==> src/rtl/fpn_multiplier.sv <==
// Multi-cycle sign/exponent/mantissa floating-point multiplier with a start/done handshake.
// Define FPN_MUL_RNE_EN to round to nearest even. Without it the result is truncated.
module fpn_multiplier #(
    parameter int EXP_W = 4,
    parameter int MAN_W = 3,
    parameter int BIAS  = 2**(EXP_W-1)-1
) (
    input  logic                     clk,
    input  logic                     rst_n,
    input  logic                     start_mul,
    input  logic [EXP_W+MAN_W:0]     a,
    input  logic [EXP_W+MAN_W:0]     b,
    output logic                     busy,
    output logic                     done_mul,
    output logic [EXP_W+MAN_W:0]     product,
    output logic [2:0]               flags
);

    localparam int W     = 1 + EXP_W + MAN_W;
    localparam int SIG_W = 2*MAN_W + 2;
    localparam int E_W   = EXP_W + 2;

    typedef enum logic [2:0] {
        S_IDLE, S_CHECK, S_MUL, S_NORM, S_ROUND, S_DONE
    } state_t;

    state_t             state_q, state_d;
    logic [W-1:0]       a_q, a_d, b_q, b_d;
    logic               sign_q, sign_d;
    logic [SIG_W-1:0]   sig_q, sig_d;
    logic [E_W-1:0]     e_q, e_d;
    logic [MAN_W-1:0]   m_q, m_d;
    logic               g_q, g_d, s_q, s_d;
    logic [W-1:0]       prod_q, prod_d;
    logic [2:0]         flags_q, flags_d;

    logic               sa, sb, sign_ab;
    logic [EXP_W-1:0]   ea, eb;
    logic [MAN_W-1:0]   ma, mb;
    logic               a_zero, a_inf, a_nan, b_zero, b_inf, b_nan;

    assign {sa, ea, ma} = a_q;
    assign {sb, eb, mb} = b_q;
    assign sign_ab = sa ^ sb;

    // Exponent zero covers subnormals too: they are flushed to zero.
    assign a_zero = (ea == '0);
    assign b_zero = (eb == '0);
    assign a_inf  = (&ea) && (ma == '0);
    assign b_inf  = (&eb) && (mb == '0);
    assign a_nan  = (&ea) && (ma != '0);
    assign b_nan  = (&eb) && (mb != '0);

    logic               rnd_inc;
    logic [MAN_W:0]     m_rnd;
    logic [E_W-1:0]     e_rnd;
    logic [MAN_W-1:0]   m_out;
    logic               ovf, unf;

`ifdef FPN_MUL_RNE_EN
    assign rnd_inc = g_q & (s_q | m_q[0]);
`else
    logic unused_rnd;
    assign rnd_inc    = 1'b0;
    assign unused_rnd = &{1'b0, g_q, s_q};
`endif

    // e_rnd is two's complement; test the sign bit explicitly instead of signed compares.
    assign m_rnd = {1'b0, m_q} + (MAN_W+1)'(rnd_inc);
    assign e_rnd = m_rnd[MAN_W] ? e_q + E_W'(1) : e_q;
    assign m_out = m_rnd[MAN_W] ? '0 : m_rnd[MAN_W-1:0];
    assign ovf   = !e_rnd[E_W-1] && (e_rnd >= E_W'(2**EXP_W - 1));
    assign unf   = e_rnd[E_W-1] || (e_rnd == '0);

    always_comb begin
        state_d = state_q;
        a_d     = a_q;
        b_d     = b_q;
        sign_d  = sign_q;
        sig_d   = sig_q;
        e_d     = e_q;
        m_d     = m_q;
        g_d     = g_q;
        s_d     = s_q;
        prod_d  = prod_q;
        flags_d = flags_q;
        case (state_q)
            S_IDLE: begin
                if (start_mul) begin
                    a_d     = a;
                    b_d     = b;
                    state_d = S_CHECK;
                end
            end
            S_CHECK: begin
                sign_d  = sign_ab;
                state_d = S_DONE;
                if (a_nan || b_nan || (a_inf && b_zero) || (a_zero && b_inf)) begin
                    prod_d  = '1;
                    flags_d = 3'b100;
                end else if (a_inf || b_inf) begin
                    prod_d  = {sign_ab, {EXP_W{1'b1}}, {MAN_W{1'b0}}};
                    flags_d = 3'b000;
                end else if (a_zero || b_zero) begin
                    prod_d  = {sign_ab, {(W-1){1'b0}}};
                    flags_d = 3'b000;
                end else begin
                    state_d = S_MUL;
                end
            end
            S_MUL: begin
                sig_d   = SIG_W'({1'b1, ma}) * SIG_W'({1'b1, mb});
                e_d     = E_W'(ea) + E_W'(eb) - E_W'(BIAS);
                state_d = S_NORM;
            end
            S_NORM: begin
                if (sig_q[SIG_W-1]) begin
                    e_d = e_q + E_W'(1);
                    m_d = sig_q[2*MAN_W:MAN_W+1];
                    g_d = sig_q[MAN_W];
                    s_d = |sig_q[MAN_W-1:0];
                end else begin
                    m_d = sig_q[2*MAN_W-1:MAN_W];
                    g_d = sig_q[MAN_W-1];
                    s_d = |sig_q[MAN_W-2:0];
                end
                state_d = S_ROUND;
            end
            S_ROUND: begin
                if (ovf) begin
                    prod_d  = {sign_q, {EXP_W{1'b1}}, {MAN_W{1'b0}}};
                    flags_d = 3'b010;
                end else if (unf) begin
                    prod_d  = {sign_q, {(W-1){1'b0}}};
                    flags_d = 3'b001;
                end else begin
                    prod_d  = {sign_q, e_rnd[EXP_W-1:0], m_out};
                    flags_d = 3'b000;
                end
                state_d = S_DONE;
            end
            S_DONE: begin
                if (!start_mul) state_d = S_IDLE;
            end
            default: state_d = S_IDLE;
        endcase
    end

    always_ff @(posedge clk) begin
        if (!rst_n) begin
            state_q <= S_IDLE;
            a_q     <= '0;
            b_q     <= '0;
            sign_q  <= 1'b0;
            sig_q   <= '0;
            e_q     <= '0;
            m_q     <= '0;
            g_q     <= 1'b0;
            s_q     <= 1'b0;
            prod_q  <= '0;
            flags_q <= '0;
        end else begin
            state_q <= state_d;
            a_q     <= a_d;
            b_q     <= b_d;
            sign_q  <= sign_d;
            sig_q   <= sig_d;
            e_q     <= e_d;
            m_q     <= m_d;
            g_q     <= g_d;
            s_q     <= s_d;
            prod_q  <= prod_d;
            flags_q <= flags_d;
        end
    end

    assign busy     = (state_q != S_IDLE);
    assign done_mul = (state_q == S_DONE);
    assign product  = prod_q;
    assign flags    = flags_q;

endmodule

==> config.mk <==
export PLATFORM = sky130hd
export DESIGN_NAME = fpn_multiplier
export DESIGN_NICKNAME = d
export VERILOG_FILES = /design/src/rtl/fpn_multiplier.sv
export SDC_FILE = /design/constraint.sdc
export NUM_CORES = 1
export LEC_CHECK = 0
export CELL_PAD_IN_SITES_DETAIL_PLACEMENT = 1
export CELL_PAD_IN_SITES_GLOBAL_PLACEMENT = 1
export CORE_MARGIN = 1.5
export CORE_UTILIZATION = 45
export DETAILED_ROUTE_END_ITERATION = 6
export GPL_TIMING_DRIVEN = 0
export PLACE_DENSITY_LB_ADDON = 0.1
export SYNTH_ARGS = -nofsm -noshare
export SYNTH_HDL_FRONTEND = slang
export SYNTH_SLANG_ARGS = --single-unit
==> constraint.sdc <==
create_clock -name clk -period 4.6 [get_ports clk]
set_input_delay 1.38 -clock clk [delete_from_list [all_inputs] [get_ports clk]]
set_output_delay 1.38 -clock clk [all_outputs]
set_load 0.005 [all_outputs]
== Word-level counts from Yosys, hierarchy flattened ==
Cells that the tools add are included.
Widths: inputs -> output; s select.

* Register bits: 48
* Input bits: 19
* Output and inout port bits: 13
* Word-level logic and storage cells: 76

* $add $sub $neg: 3
* Multipliers: 1
* Magnitude comparators: 1
* Equality and inequality tests: 9
* Mux-type cells: 21
* Bitwise gates (word level): 1
* Reductions and logical operators: 31

{| class="wikitable"
|+ Operator list
! operator !! number
|-
| $mux 3 || 9
|-
| $mux 8 || 3
|-
| $pmux 3 s6 || 1
|-
| $pmux 8 s2 || 1
|-
| $mux 7 || 2
|-
| $pmux 6 s2 || 1
|-
| $logic_not 3->1 || 3
|-
| $reduce_bool 3->1 || 3
|-
| $logic_not 4->1 || 2
|-
| $mul 4x4->8 || 1
|-
| $reduce_and 2->1 || 4
|-
| $reduce_and 4->1 || 2
|-
| $logic_and 1x1->1 || 7
|-
| $add 6x1->6 const B || 1
|-
| $eq 3x2->1 const B || 2
|-
| $eq 3x3->1 const B || 2
|-
| $ge 6x4->1 const B || 1
|-
| $logic_not 6->1 || 1
|-
| $logic_or 1x1->1 || 6
|-
| $mux 6 || 1
|-
| $ne 2x2->1 const B || 3
|-
| $pmux 3 s2 || 1
|-
| $sub 5x3->6 const B || 1
|-
| $add 4x4->5 || 1
|-
| 7 further kinds || 8
|}

== Logic depth before layout (Yosys ltp) ==
Gate-level depths: netlist (run 1).

* Word-level depth: 7
* Gate-level depth with buffers: 12
* Mapped depth without buffers: 12

== Worst setup path after synthesis (run 1) ==
OpenSTA, ideal clock, no wires.

* Path kind: register to register
* Start point: register b_q[2]
* End point: register sig_q[6]
* Setup time: 0.065 ns
* Arrival: 2.637 ns
* Required time: 4.535 ns
* Setup slack: 1.897 ns
* Stages on the path, launching flop included: 11
* Path buffers: 0
* Clock period less this slack: 2.703 ns
* Cells stage by stage: dfxtp_1 inv_1 nor2_1 fa_1 fa_1 fa_1 a21o_1 a21oi_1 xnor2_1 mux2i_1 nor2b_1

* Cells in the longest elaborated chain, start to end: 1

{| class="wikitable"
|+ RTL lines
! element !! line !! source
|-
| start, declared || 28 || <nowiki>logic [W-1:0] a_q, a_d, b_q, b_d;</nowiki>
|-
| start signal, assigned || 153 || <nowiki>b_q <= '0;</nowiki>
|-
| start signal, assigned || 165 || <nowiki>b_q <= b_d;</nowiki>
|-
| $mul 4x4->8 || 112 || <nowiki>sig_d = SIG_W'({1'b1, ma}) * SIG_W'({1'b1, mb});</nowiki>
|-
| end signal, assigned || 167 || <nowiki>sig_q <= sig_d;</nowiki>
|-
| end, declared || 30 || <nowiki>logic [SIG_W-1:0] sig_q, sig_d;</nowiki>
|}

Every way passes these cells.
A chain may end at the register's enable or synchronous reset.

== Final worst setup path (run 1) ==
* Start point: register state_q[0]
* End point: output port done_mul

* Cells in the longest elaborated chain, start to end: 1

{| class="wikitable"
|+ RTL lines
! element !! line !! source
|-
| start, declared || 27 || <nowiki>state_t state_q, state_d;</nowiki>
|-
| start signal, assigned || 163 || <nowiki>state_q <= state_d;</nowiki>
|-
| $eq 3x3->1 || 178 || <nowiki>assign done_mul = (state_q == S_DONE);</nowiki>
|-
| end, declared || 14 || <nowiki>output logic done_mul,</nowiki>
|}

Every way passes these cells.

==> flow_summary_export.csv, run 1 <==
group,metric,value,unit
status,outcome,"finished clean",
hold_path,hold_path.class,"flop to flop",
clock_network,clk_latency,300,ps
global_route,grt_pass1_vias,2289,
logic_synthesis,synth_xor_area_share,2.317,%
place,io_buffers,30,
timing,finClkSkew,4.729,ps
logic_synthesis,synth_nets,349,
floorplan,die_h,79.69,um
global_route,grt_pass1_wl,11.02,mm
timing,rsz0062_at_grt,"no",
timing,slew_violations,0,
timing,tns,0,ps
logic_synthesis,synth_seq_cells,45,
timing,postLayoutSetupSlackWorst,1473,ps
floorplan,die_width,79.69,um
logic_synthesis,synth_top_area_share,34.04,%
logic_synthesis,yosys_warnings,0,
setup_path,critPathLaunch,"state_q[0]$_SDFFE_PN0P_",
logic_synthesis,synth_commonest_cells,"nand2_1 (53), dfxtp_1 (45), inv_1 (20)",
drt,wl_met3,264,um
logic_synthesis,synth-adder-area-share,13.05,%
setup_path,r2r_slack,1620,ps
floorplan,pin_count,32,
logic_synthesis,synth_compound_area_share,23.12,%
setup_path,critPathCaptureType,"output port",
setup_path,reg2reg_from,"b_q[2]$_SDFFE_PN0P_",
timing,min_period,3127,ps
logic_synthesis,synth_most_common_cell,"nand2_1",
logic_synthesis,synth-edff-count,0,
drt,routed-via-count,2255,
drt,viasPerCell,5.421,
power,p_leak,1.362,nW
logic_synthesis,synth_area_leaders,"dfxtp_1 (34%), ha_1 (8.5%), nand2_1 (7.5%), fa_1 (4.5%), o211a_1 (3.4%)",
setup_path,crit_required,3220,ps
timing,hold_viol,0,
global_route,globalRoute.totalOverflow,0,
place,dp_hpwl,5.006,mm
clock_network,cts_sinks,45,
timing,holdWs,470.0,ps
setup_path,cp-start-kind,"flop",
floorplan,num_rows,27,
place,place_worst_setup_slack,1618,ps
cells_and_area,utilization,56.54,%
global_route,grt_max_degree,16,
clock_network,clock_path_buffers,2,
logic_synthesis,synth_flop_cell,"dfxtp_1",
drt,routed_wl,6.482,mm
setup_path,reg2reg_depth,10,
logic_synthesis,yosys.area_share.simple,19.34,%
floorplan,start_util,47.47,%
logic_synthesis,synth_top_area_cell,"dfxtp_1",
timing,fmax,319.8,MHz
clock_network,cts_tree,"done",
logic_synthesis,ys_types,50,
drt,first_pass_iters,4,
logic_synthesis,netlist_area,2646,um^2
setup_path,path_cells,"buf_4 -> and2b_1 -> and2_1 -> clkdlybuf4s50_1",
drt,drc,0,
setup_path,cpPeakStageDelay,500,ps
drt,ant_nets,0,
drt,routed.top_layer,"met4",
logic_synthesis,async_flop_share,0,%
setup_path,critPathKind,"flop to output port",
drt,dr_wl_met2,3.153,mm
run,maxCapViolCount,0,
clock_network,postCtsSetupBuffers,0,
logic_synthesis,syn_area_per_cell,8.648,um^2
cells_and_area,nNetsFinal,386,
drt,wl_met1,2.941,mm
clock_network,ctsHoldBuffers,0,
global_route,grtUsageTotal,22.51,%
setup_path,endpoint,"done_mul",
clock_network,ctsRootBufferMaster,"clkbuf_8",
setup_path,critPathArrivalTime,1750,ps
timing,worst_pin_slew,478.2,ps
logic_synthesis,synth_mux_area_share,2.270,%
setup_path,cp_slowest_cell,"clkdlybuf4s50_1",
cells_and_area,drive_above_1_share,7.558,%
clock_network,clkTransAtPathRegs,90,ps
clock_network,numCtsBuffers,5,
cells_and_area,syn_to_final_growth,19.10,%
power,p_per_area,326.3,nW/um^2
timing,relSlewSlack,67.94,%
cells_and_area,diodes,0,
timing,setup_violations,0,
drt,initialDrtViolationCount,68,
floorplan,coreArea,5574,um^2
floorplan,die_area,6350,um^2
global_route,antenna_found_initial,0,
clock_network,htree_levels,2,
clock_network,post_cts_resized,0,
power,max-vdd-ir-drop,0.0001536,V
timing,finalCritPeriodShare,67.98,%
logic_synthesis,ys_seq_area_share,34.04,%
logic_synthesis,synth_top_family_by_area,"compound AO/OA/AOI/OAI gates",
setup_path,crit_fanout,10,
setup_path,r2r_end,"sig_q[7]$_SDFFE_PN0P_",
place,routabilityCongestion,0.7722,
logic_synthesis,postSynthCellCount,306,
drt,wire_per_inst,15.58,um
-- per-layer routing --
layer  vias to the layer above  GRT usage, %
met5                         -             0
met4                         0         7.018
met3                        11         5.143
met2                        59         37.71
met1                      1044         28.56
li1                       1141             -
-- critical path, delay by kind of cell (launching register included) --
kind / cells / cell delay (ps)
simple gates: 2 / 350
flops: 1 / 380
buf+inv: 2 / 710
-- layout make-up --
| class | instances | area, um^2 |
|---|---|---|
| clock inverter | 3 | 46.29 |
| tap | 72 | 90.09 |
| buffer | 14 | 80.08 |
| sequential | 45 | 900.9 |
| clock buffer | 5 | 68.82 |
| fill | 687 | 2422 |
| timing repair buffer | 30 | 300.3 |
| inverter | 20 | 75.07 |
| multi-input combinational | 227 | 1590 |
-- sequential cells by signal, indices dropped and copies added, names as in the netlist --
name,cells
b_q,8
flags,3
a_q,8
product,8
sign_q,1
e_q,6
m_q,3
sig_q,5
state_q,3
-- power by group --
group / leakage (nW) / switching [mW] / total (mW) / internal [mW]
combinational: 0.941 / 0.138 / 0.269 / 0.131
sequential: 0.367 / 0.0271 / 0.452 / 0.424
clock: 0.0543 / 0.145 / 0.308 / 0.163
-- kinds of logic after synthesis --
logic type	Yosys count
AND/OR/NAND/NOR	104
AO/OA/AOI/OAI	86
flip-flops	45
buffers and inverters	34
adder cells (fa/ha/maj)	24
XOR/XNOR	7
multiplexers	6
-- placed cells by master, fill, tap and decap left out, types with 4 or more instances in the layout --
| cell type | count |
|---|---|
| and2_1 | 8 |
| nor2_1 | 11 |
| buf_2 | 4 |
| a31oi_1 | 5 |
| xnor2_1 | 6 |
| inv_1 | 20 |
| nor4_1 | 4 |
| o211a_1 | 9 |
| clkbuf_1 | 6 |
| clkdlybuf4s50_1 | 30 |
| ha_1 | 18 |
| nand3_1 | 4 |
| a21o_1 | 5 |
| a21boi_1 | 10 |
| o22ai_1 | 4 |
| fa_1 | 6 |
| nand2_1 | 53 |
| o21ai_0 | 15 |
| a21boi_0 | 7 |
| o31ai_1 | 5 |
| nor2b_1 | 5 |
| mux2i_1 | 6 |
| clkbuf_8 | 5 |
| dfxtp_1 | 45 |
| a21oi_1 | 15 |
-- worst min path at each step --
stage / startpoint / endpoint / slack (ps) / cells past startpoint
final: m_q[1]$_SDFFE_PN0P_ / product[1]$_SDFFE_PN0P_ / 470 / 2
after global routing: m_q[1]$_SDFFE_PN0P_ / product[1]$_SDFFE_PN0P_ / 490 / 2
after CTS: m_q[1]$_SDFFE_PN0P_ / product[1]$_SDFFE_PN0P_ / 470 / 2
after detailed placement: m_q[1]$_SDFFE_PN0P_ / product[1]$_SDFFE_PN0P_ / 460 / 2
after global placement: product[7]$_SDFFE_PN0P_ / product[7]$_SDFFE_PN0P_ / 450 / 1
after floorplan: m_q[0]$_SDFFE_PN0P_ / product[0]$_SDFFE_PN0P_ / 430 / 2
-- stage by stage --
stage | area (um^2) | std cells | power, mW
2_1_floorplan | 2646 | 306 | 0.6232
3_3_place_gp | 3037 | 408 | 0.7162
3_5_place_dp | 3037 | 408 | 0.7271
4_1_cts | 3152 | 416 | 1.039
5_1_grt | 3152 | 416 | 1.087
6_report | 3152 | 416 | 1.028
Power figures use the tool's default switching activity.
==> inputs of run 2 (changes only) <==
--- a/config.mk
+++ b/config.mk
@@ -8,7 +8,7 @@
 export CELL_PAD_IN_SITES_DETAIL_PLACEMENT = 1
 export CELL_PAD_IN_SITES_GLOBAL_PLACEMENT = 1
 export CORE_MARGIN = 1.5
-export CORE_UTILIZATION = 45
+export CORE_UTILIZATION = 42
 export DETAILED_ROUTE_END_ITERATION = 6
 export GPL_TIMING_DRIVEN = 0
 export PLACE_DENSITY_LB_ADDON = 0.1
==> constraint.sdc (replaced) <==
create_clock -name clk -period 2.95 [get_ports clk]
set_input_delay 0.885 -clock clk [delete_from_list [all_inputs] [get_ports clk]]
set_output_delay 0.885 -clock clk [all_outputs]
set_load 0.005 [all_outputs]
==> run 2 against run 1 <==
Net effect:
- sequential share of layout area is 0.18 points higher
- clock power is 40% higher
- sequential power is 56% higher
- critical path type is now flop to flop
- largest power group unchanged
==> flow_summary_export.csv, run 2 (synthesis results as in run 1) <==
group,metric,value,unit
cells_and_area,design_area,3149,um^2
place,routabilityCongestion,0.7858,
timing,setup_violations,0,
setup_path,crit_required,3190,ps
drt,routed_wl,6.246,mm
setup_path,crit_fanout,5,
drt,initialDrtViolationCount,62,
setup_path,r2r_slack,200,ps
power,max-vdd-ir-drop,0.0001956,V
power,p_per_area,491.8,nW/um^2
floorplan,pin_count,32,
clock_network,numCtsBuffers,5,
timing,finalCritPeriodShare,93.15,%
drt,ant_nets,0,
clock_network,htree_levels,2,
clock_network,clkTransAtPathRegs,90,ps
timing,hold_viol,0,
floorplan,die_area,6786,um^2
timing,relSlewSlack,66.65,%
timing,fmax,363.9,MHz
drt,drc,0,
cells_and_area,diodes,0,
global_route,grt_busiest_layer,"met2",
setup_path,critPathKind,"flop to flop",
status,outcome,"finished clean",
drt,viasPerCell,5.408,
global_route,gr-usage-met3,3.626,%
cells_and_area,nNetsFinal,386,
setup_path,r2r_end,"sig_q[6]$_SDFFE_PN0P_",
clock_network,clock_path_buffers,2,
floorplan,die_width,82.38,um
cells_and_area,drive_above_1_share,9.012,%
global_route,grt_pass1_vias,2247,
setup_path,cp_slowest_cell,"fa_1",
cells_and_area,syn_to_final_growth,19.01,%
setup_path,cp-start-kind,"flop",
drt,wire_per_inst,14.91,um
clock_network,ctsHoldBuffers,0,
timing,rsz0062_at_grt,"no",
run,maxCapViolCount,0,
timing,min_period,2748,ps
global_route,globalRoute.totalOverflow,0,
clock_network,postCtsSetupBuffers,0,
timing,slew_violations,0,
global_route,grtUsageMet2,35.77,%
global_route,met1_usage,25.08,%
setup_path,critPathLaunch,"b_q[2]$_SDFFE_PN0P_",
place,dp_hpwl,4.864,mm
floorplan,start_util,44.17,%
power,power,1.549,mW
global_route,antenna_found_initial,0,
setup_path,reg2reg_from,"b_q[2]$_SDFFE_PN0P_",
global_route,grtUsageTotal,20.31,%
setup_path,endpoint,"sig_q[6]$_SDFFE_PN0P_",
timing,tns,0,ps
place,io_buffers,30,
timing,postLayoutSetupSlackWorst,201.9,ps
global_route,grt_max_degree,14,
drt,first_pass_iters,4,
power,p_leak,1.361,nW
setup_path,path_cells,"inv_1 -> nor2_1 -> fa_1 -> fa_1 -> fa_2 -> a21o_1 -> a21oi_1 -> xnor2_1 -> mux2i_1 -> nor2b_1",
timing,worst_pin_slew,500.2,ps
hold_path,hold_path.class,"flop to flop",
setup_path,crit_path_frequent_cell,"fa_1",
place,place_worst_setup_slack,-33.34,ps
cells_and_area,layout_common_cells,"nand2_1 (53), dfxtp_1 (41), clkdlybuf4s50_1 (30)",
setup_path,critPathArrivalTime,2990,ps
clock_network,cts_tree,"done",
place,dpl_cell_area,3040,um^2
setup_path,critPathCaptureType,"flop",
global_route,grt_pass1_wl,10.49,mm
clock_network,cts_sinks,45,
setup_path,reg2reg_depth,10,
floorplan,coreArea,5991,um^2
cells_and_area,utilization,52.57,%
timing,finClkSkew,5.882,ps
drt,routed-via-count,2266,
setup_path,cpPeakStageDelay,500,ps
cells_and_area,layout_commonest_cell,"nand2_1",
floorplan,die_h,82.38,um
clock_network,clk_latency,300,ps
floorplan,num_rows,28,
clock_network,ctsRootBufferMaster,"clkbuf_8",
==> run 2: power by group <==
part | internal, mW | switching [mW] | total (mW)
clock network | 0.212 | 0.220 | 0.432
logic | 0.203 | 0.209 | 0.412
registers | 0.663 | 0.0419 | 0.705
==> run 2: stage by stage <==
stage               std cells  hold slack [ps]
floorplan                 306            433.9
detailed placement        411            452.3
finish                    419            466.6
global route              419            484.0
CTS                       419            466.0
global placement          411            446.3
==> run 2: critical path, delay by kind of cell, from the launching register on <==
kind            cells  cell delay [ps]
fa+ha+maj           3             1370
simple gates        2              270
xor+xnor            1              150
compound gates      2              360
buf+inv             1               80
flops               1              370
mux                 1               90
==> run 2: what timing repair did <==
action / in CTS / in global routing
resized for setup: 2 / 4
gates cloned: 0 / 0
endpoints found under the setup margin: 2 / 2
pin swaps: 0 / 1
==> run 2: area by class of cell <==
cell class | count | area [um^2]
Buffer | 14 | 80.08
Clock buffer | 7 | 96.34
Clock inverter | 1 | 5.005
Fill cell | 728 | 2841
Inverter | 20 | 75.07
Multi-Input combinational cell | 227 | 1593
Sequential cell | 45 | 905.9
Tap cell | 75 | 93.84
Timing Repair Buffer | 30 | 300.3
==> run 2: how the worst min path moves through the flow <==
stage	from	end	cells after the start
final	m_q[2]$_SDFFE_PN0P_	product[2]$_SDFFE_PN0P_	2
after CTS	m_q[0]$_SDFFE_PN0P_	product[0]$_SDFFE_PN0P_	2
after detailed placement	m_q[0]$_SDFFE_PN0P_	product[0]$_SDFFE_PN0P_	2
after global placement	product[7]$_SDFFE_PN0P_	product[7]$_SDFFE_PN0P_	1
after global routing	m_q[0]$_SDFFE_PN0P_	product[0]$_SDFFE_PN0P_	2
after floorplan	m_q[0]$_SDFFE_PN0P_	product[0]$_SDFFE_PN0P_	2
==> run 2: routing by layer <==
layer	wire length, um	share of wire, %	vias to the layer above
met5	0	0	-
met4	85	1.4	0
met3	170	2.7	9
met2	3075	49	41
met1	2914	47	1080
li1	-	-	1136
==> inputs of run 3 (changes only) <==
--- a/config.mk
+++ b/config.mk
@@ -11,7 +11,8 @@
 export CORE_UTILIZATION = 42
 export DETAILED_ROUTE_END_ITERATION = 6
 export GPL_TIMING_DRIVEN = 0
-export PLACE_DENSITY_LB_ADDON = 0.1
+export MAX_ROUTING_LAYER = met4
+export PLACE_DENSITY = 0.86
 export SYNTH_ARGS = -nofsm -noshare
 export SYNTH_HDL_FRONTEND = slang
 export SYNTH_SLANG_ARGS = --single-unit
==> run 3 against run 2 <==
Net effect:
- cell count stayed put
- count of clock-buffer cells in the layout is the same
- routed wire length rose by 8.8%
- highest routed layer unchanged
- largest power group unchanged
- largest cell class unchanged
- critical path depth unchanged
- sequential cell count did not move
- critical path type unchanged
- combinational power increased by 3%
- critical endpoint unchanged
- utilization barely moved
- sequential power barely moved
==> flow_summary_export.csv, run 3 (synthesis results as in run 1) <==
group,metric,value,unit
status,outcome,"finished clean",
drt,drc,0,
setup_path,crit_fanout,4,
timing,hold_viol,0,
cells_and_area,layout_commonest_cell,"nand2_1",
cells_and_area,fill_cells,736,
clock_network,cts_sinks,45,
floorplan,die_width,82.38,um
timing,setup_violations,0,
drt,wire_per_inst,16.22,um
clock_network,ctsRootBufferMaster,"clkbuf_8",
timing,relSlewSlack,60.16,%
floorplan,coreArea,5991,um^2
setup_path,critPathArrivalTime,3030,ps
global_route,antenna_found_initial,0,
clock_network,numCtsBuffers,5,
timing,fmax,359.4,MHz
global_route,grt_pass1_vias,2457,
setup_path,path_buf_inv,1,
clock_network,htree_levels,2,
timing,finClkSkew,9.904,ps
drt,dr_wl_met2,3.511,mm
timing,min_period,2783,ps
floorplan,num_rows,28,
cells_and_area,stdcell_count,419,
place,routabilityCongestion,0.7980,
drt,wl_met3,216,um
setup_path,cp-start-kind,"flop",
clock_network,clkTransAtPathRegs,80,ps
timing,tns,0,ps
cells_and_area,multi_input_area,1595,um^2
place,dp.cells,411,
drt,routed_wl,6.796,mm
clock_network,cts_tree,"done",
setup_path,path_cells,"inv_2 -> nor2_2 -> fa_1 -> fa_2 -> fa_1 -> a21o_1 -> a21oi_1 -> xnor2_1 -> mux2i_1 -> nor2b_1",
timing,worst_pin_slew,592.1,ps
global_route,globalRoute.totalOverflow,0,
drt,routed-via-count,2329,
drt,first_pass_iters,4,
setup_path,crit_required,3190,ps
power,p_leak,1.361,nW
cells_and_area,nNetsFinal,386,
power,max-vdd-ir-drop,0.0002635,V
setup_path,critPathTopFamily,"adder cells",
drt,ant_nets,0,
floorplan,pin_count,32,
timing,slew_violations,0,
clock_network,clock_path_buffers,2,
cells_and_area,layout_common_cells,"nand2_1 (53), dfxtp_1 (42), clkdlybuf4s50_1 (30)",
run,maxCapViolCount,0,
global_route,grt_pass1_wl,11.39,mm
clock_network,clk_latency,310,ps
timing,finalCritPeriodShare,94.32,%
setup_path,crit_path_frequent_cell,"fa_1",
drt,viasPerCell,5.558,
setup_path,cp_slowest_cell,"fa_1",
place,io_buffers,30,
floorplan,start_util,44.17,%
cells_and_area,seq_area,904.6,um^2
setup_path,critPathCaptureType,"flop",
clock_network,postCtsSetupBuffers,0,
cells_and_area,syn_to_final_growth,19.05,%
floorplan,die_h,82.38,um
drt,routed.top_layer,"met4",
drt,wl_met1,2.956,mm
floorplan,die_area,6786,um^2
setup_path,cpPeakStageDelay,530,ps
drt,initialDrtViolationCount,112,
timing,rsz0062_at_grt,"no",
cells_and_area,drive_above_1_share,9.593,%
clock_network,ctsHoldBuffers,0,
cells_and_area,diodes,0,
setup_path,critPathKind,"flop to flop",
global_route,grtUsageTotal,22.80,%
hold_path,hold_path.class,"flop to flop",
power,p_per_area,494.5,nW/um^2
timing,holdWs,467.1,ps
global_route,grt_max_degree,14,
place,dp_hpwl,5.248,mm
==> run 3: cell counts in the layout (fill, tap and decap cells not counted) <==
Identical to the previous run, type by type.
==> run 3: per-stage QoR <==
| stage | setup WS [ps] | utilization (%) | power [mW] | cell area (um^2) |
|---|---|---|---|---|
| after global routing | 8.957 | 52.59 | 1.645 | 3151 |
| final | 167.4 | 52.59 | 1.558 | 3151 |
| after floorplan | 247.4 | - | 0.9718 | 2646 |
| after detailed placement | 5.923 | 50.75 | 1.139 | 3040 |
| after CTS | 0.2260 | 52.46 | 1.569 | 3143 |
| after global placement | 80.09 | 50.75 | 1.114 | 3040 |
==> run 3: path summary, 6_finish.rpt <==
| path | from | endpoint | slack (ps) | depth (start not counted) |
|---|---|---|---|---|
| min | m_q[0]$_SDFFE_PN0P_ | product[0]$_SDFFE_PN0P_ | 470 | 2 |
| max reg2reg | a_q[1]$_SDFFE_PN0P_ | sig_q[6]$_SDFFE_PN0P_ | 170 | 10 |
| min reg2reg | m_q[0]$_SDFFE_PN0P_ | product[0]$_SDFFE_PN0P_ | 470 | 2 |
| max | a_q[1]$_SDFFE_PN0P_ | sig_q[6]$_SDFFE_PN0P_ | 170 | 10 |
==> run 3: report_power, final <==
part / switching (mW) / internal [mW]
logic: 0.217 / 0.206
clock network: 0.217 / 0.212
registers: 0.0432 / 0.663
total: 0.477 / 1.08
==> run 3: layer usage <==
layer | vias up | track usage [%]
li1 | 1142 | -
met5 | - | -
met3 | 11 | 4.066
met2 | 49 | 41.63
met1 | 1127 | 24.90
met4 | 0 | 7.119
==> run 3: repair_timing <==
| action | CTS | global route |
|---|---|---|
| resized for setup | 1 | 7 |
| endpoints found under the hold margin | 0 | 0 |
| gates cloned | 0 | 0 |
| setup endpoints to repair | 1 | 3 |
| pin swaps | 0 | 1 |
==> run 3: tightest hold or removal path: cells and delay by family, from the launching register on <==
kind / cells / cell delay [ps]
AOI/OAI and AO/OA: 1 / 50
DFF: 1 / 320
and+or+nand+nor: 1 / 50
==> run 3: final cells by class <==
class,instances,area share [%]
buffer,14,2.542
clock buffer,7,3.058
clock inverter,1,0.1589
inverter,20,2.383
multi-input combinational,227,50.64
sequential,45,28.71
tap,75,2.979
timing repair buffer,30,9.531
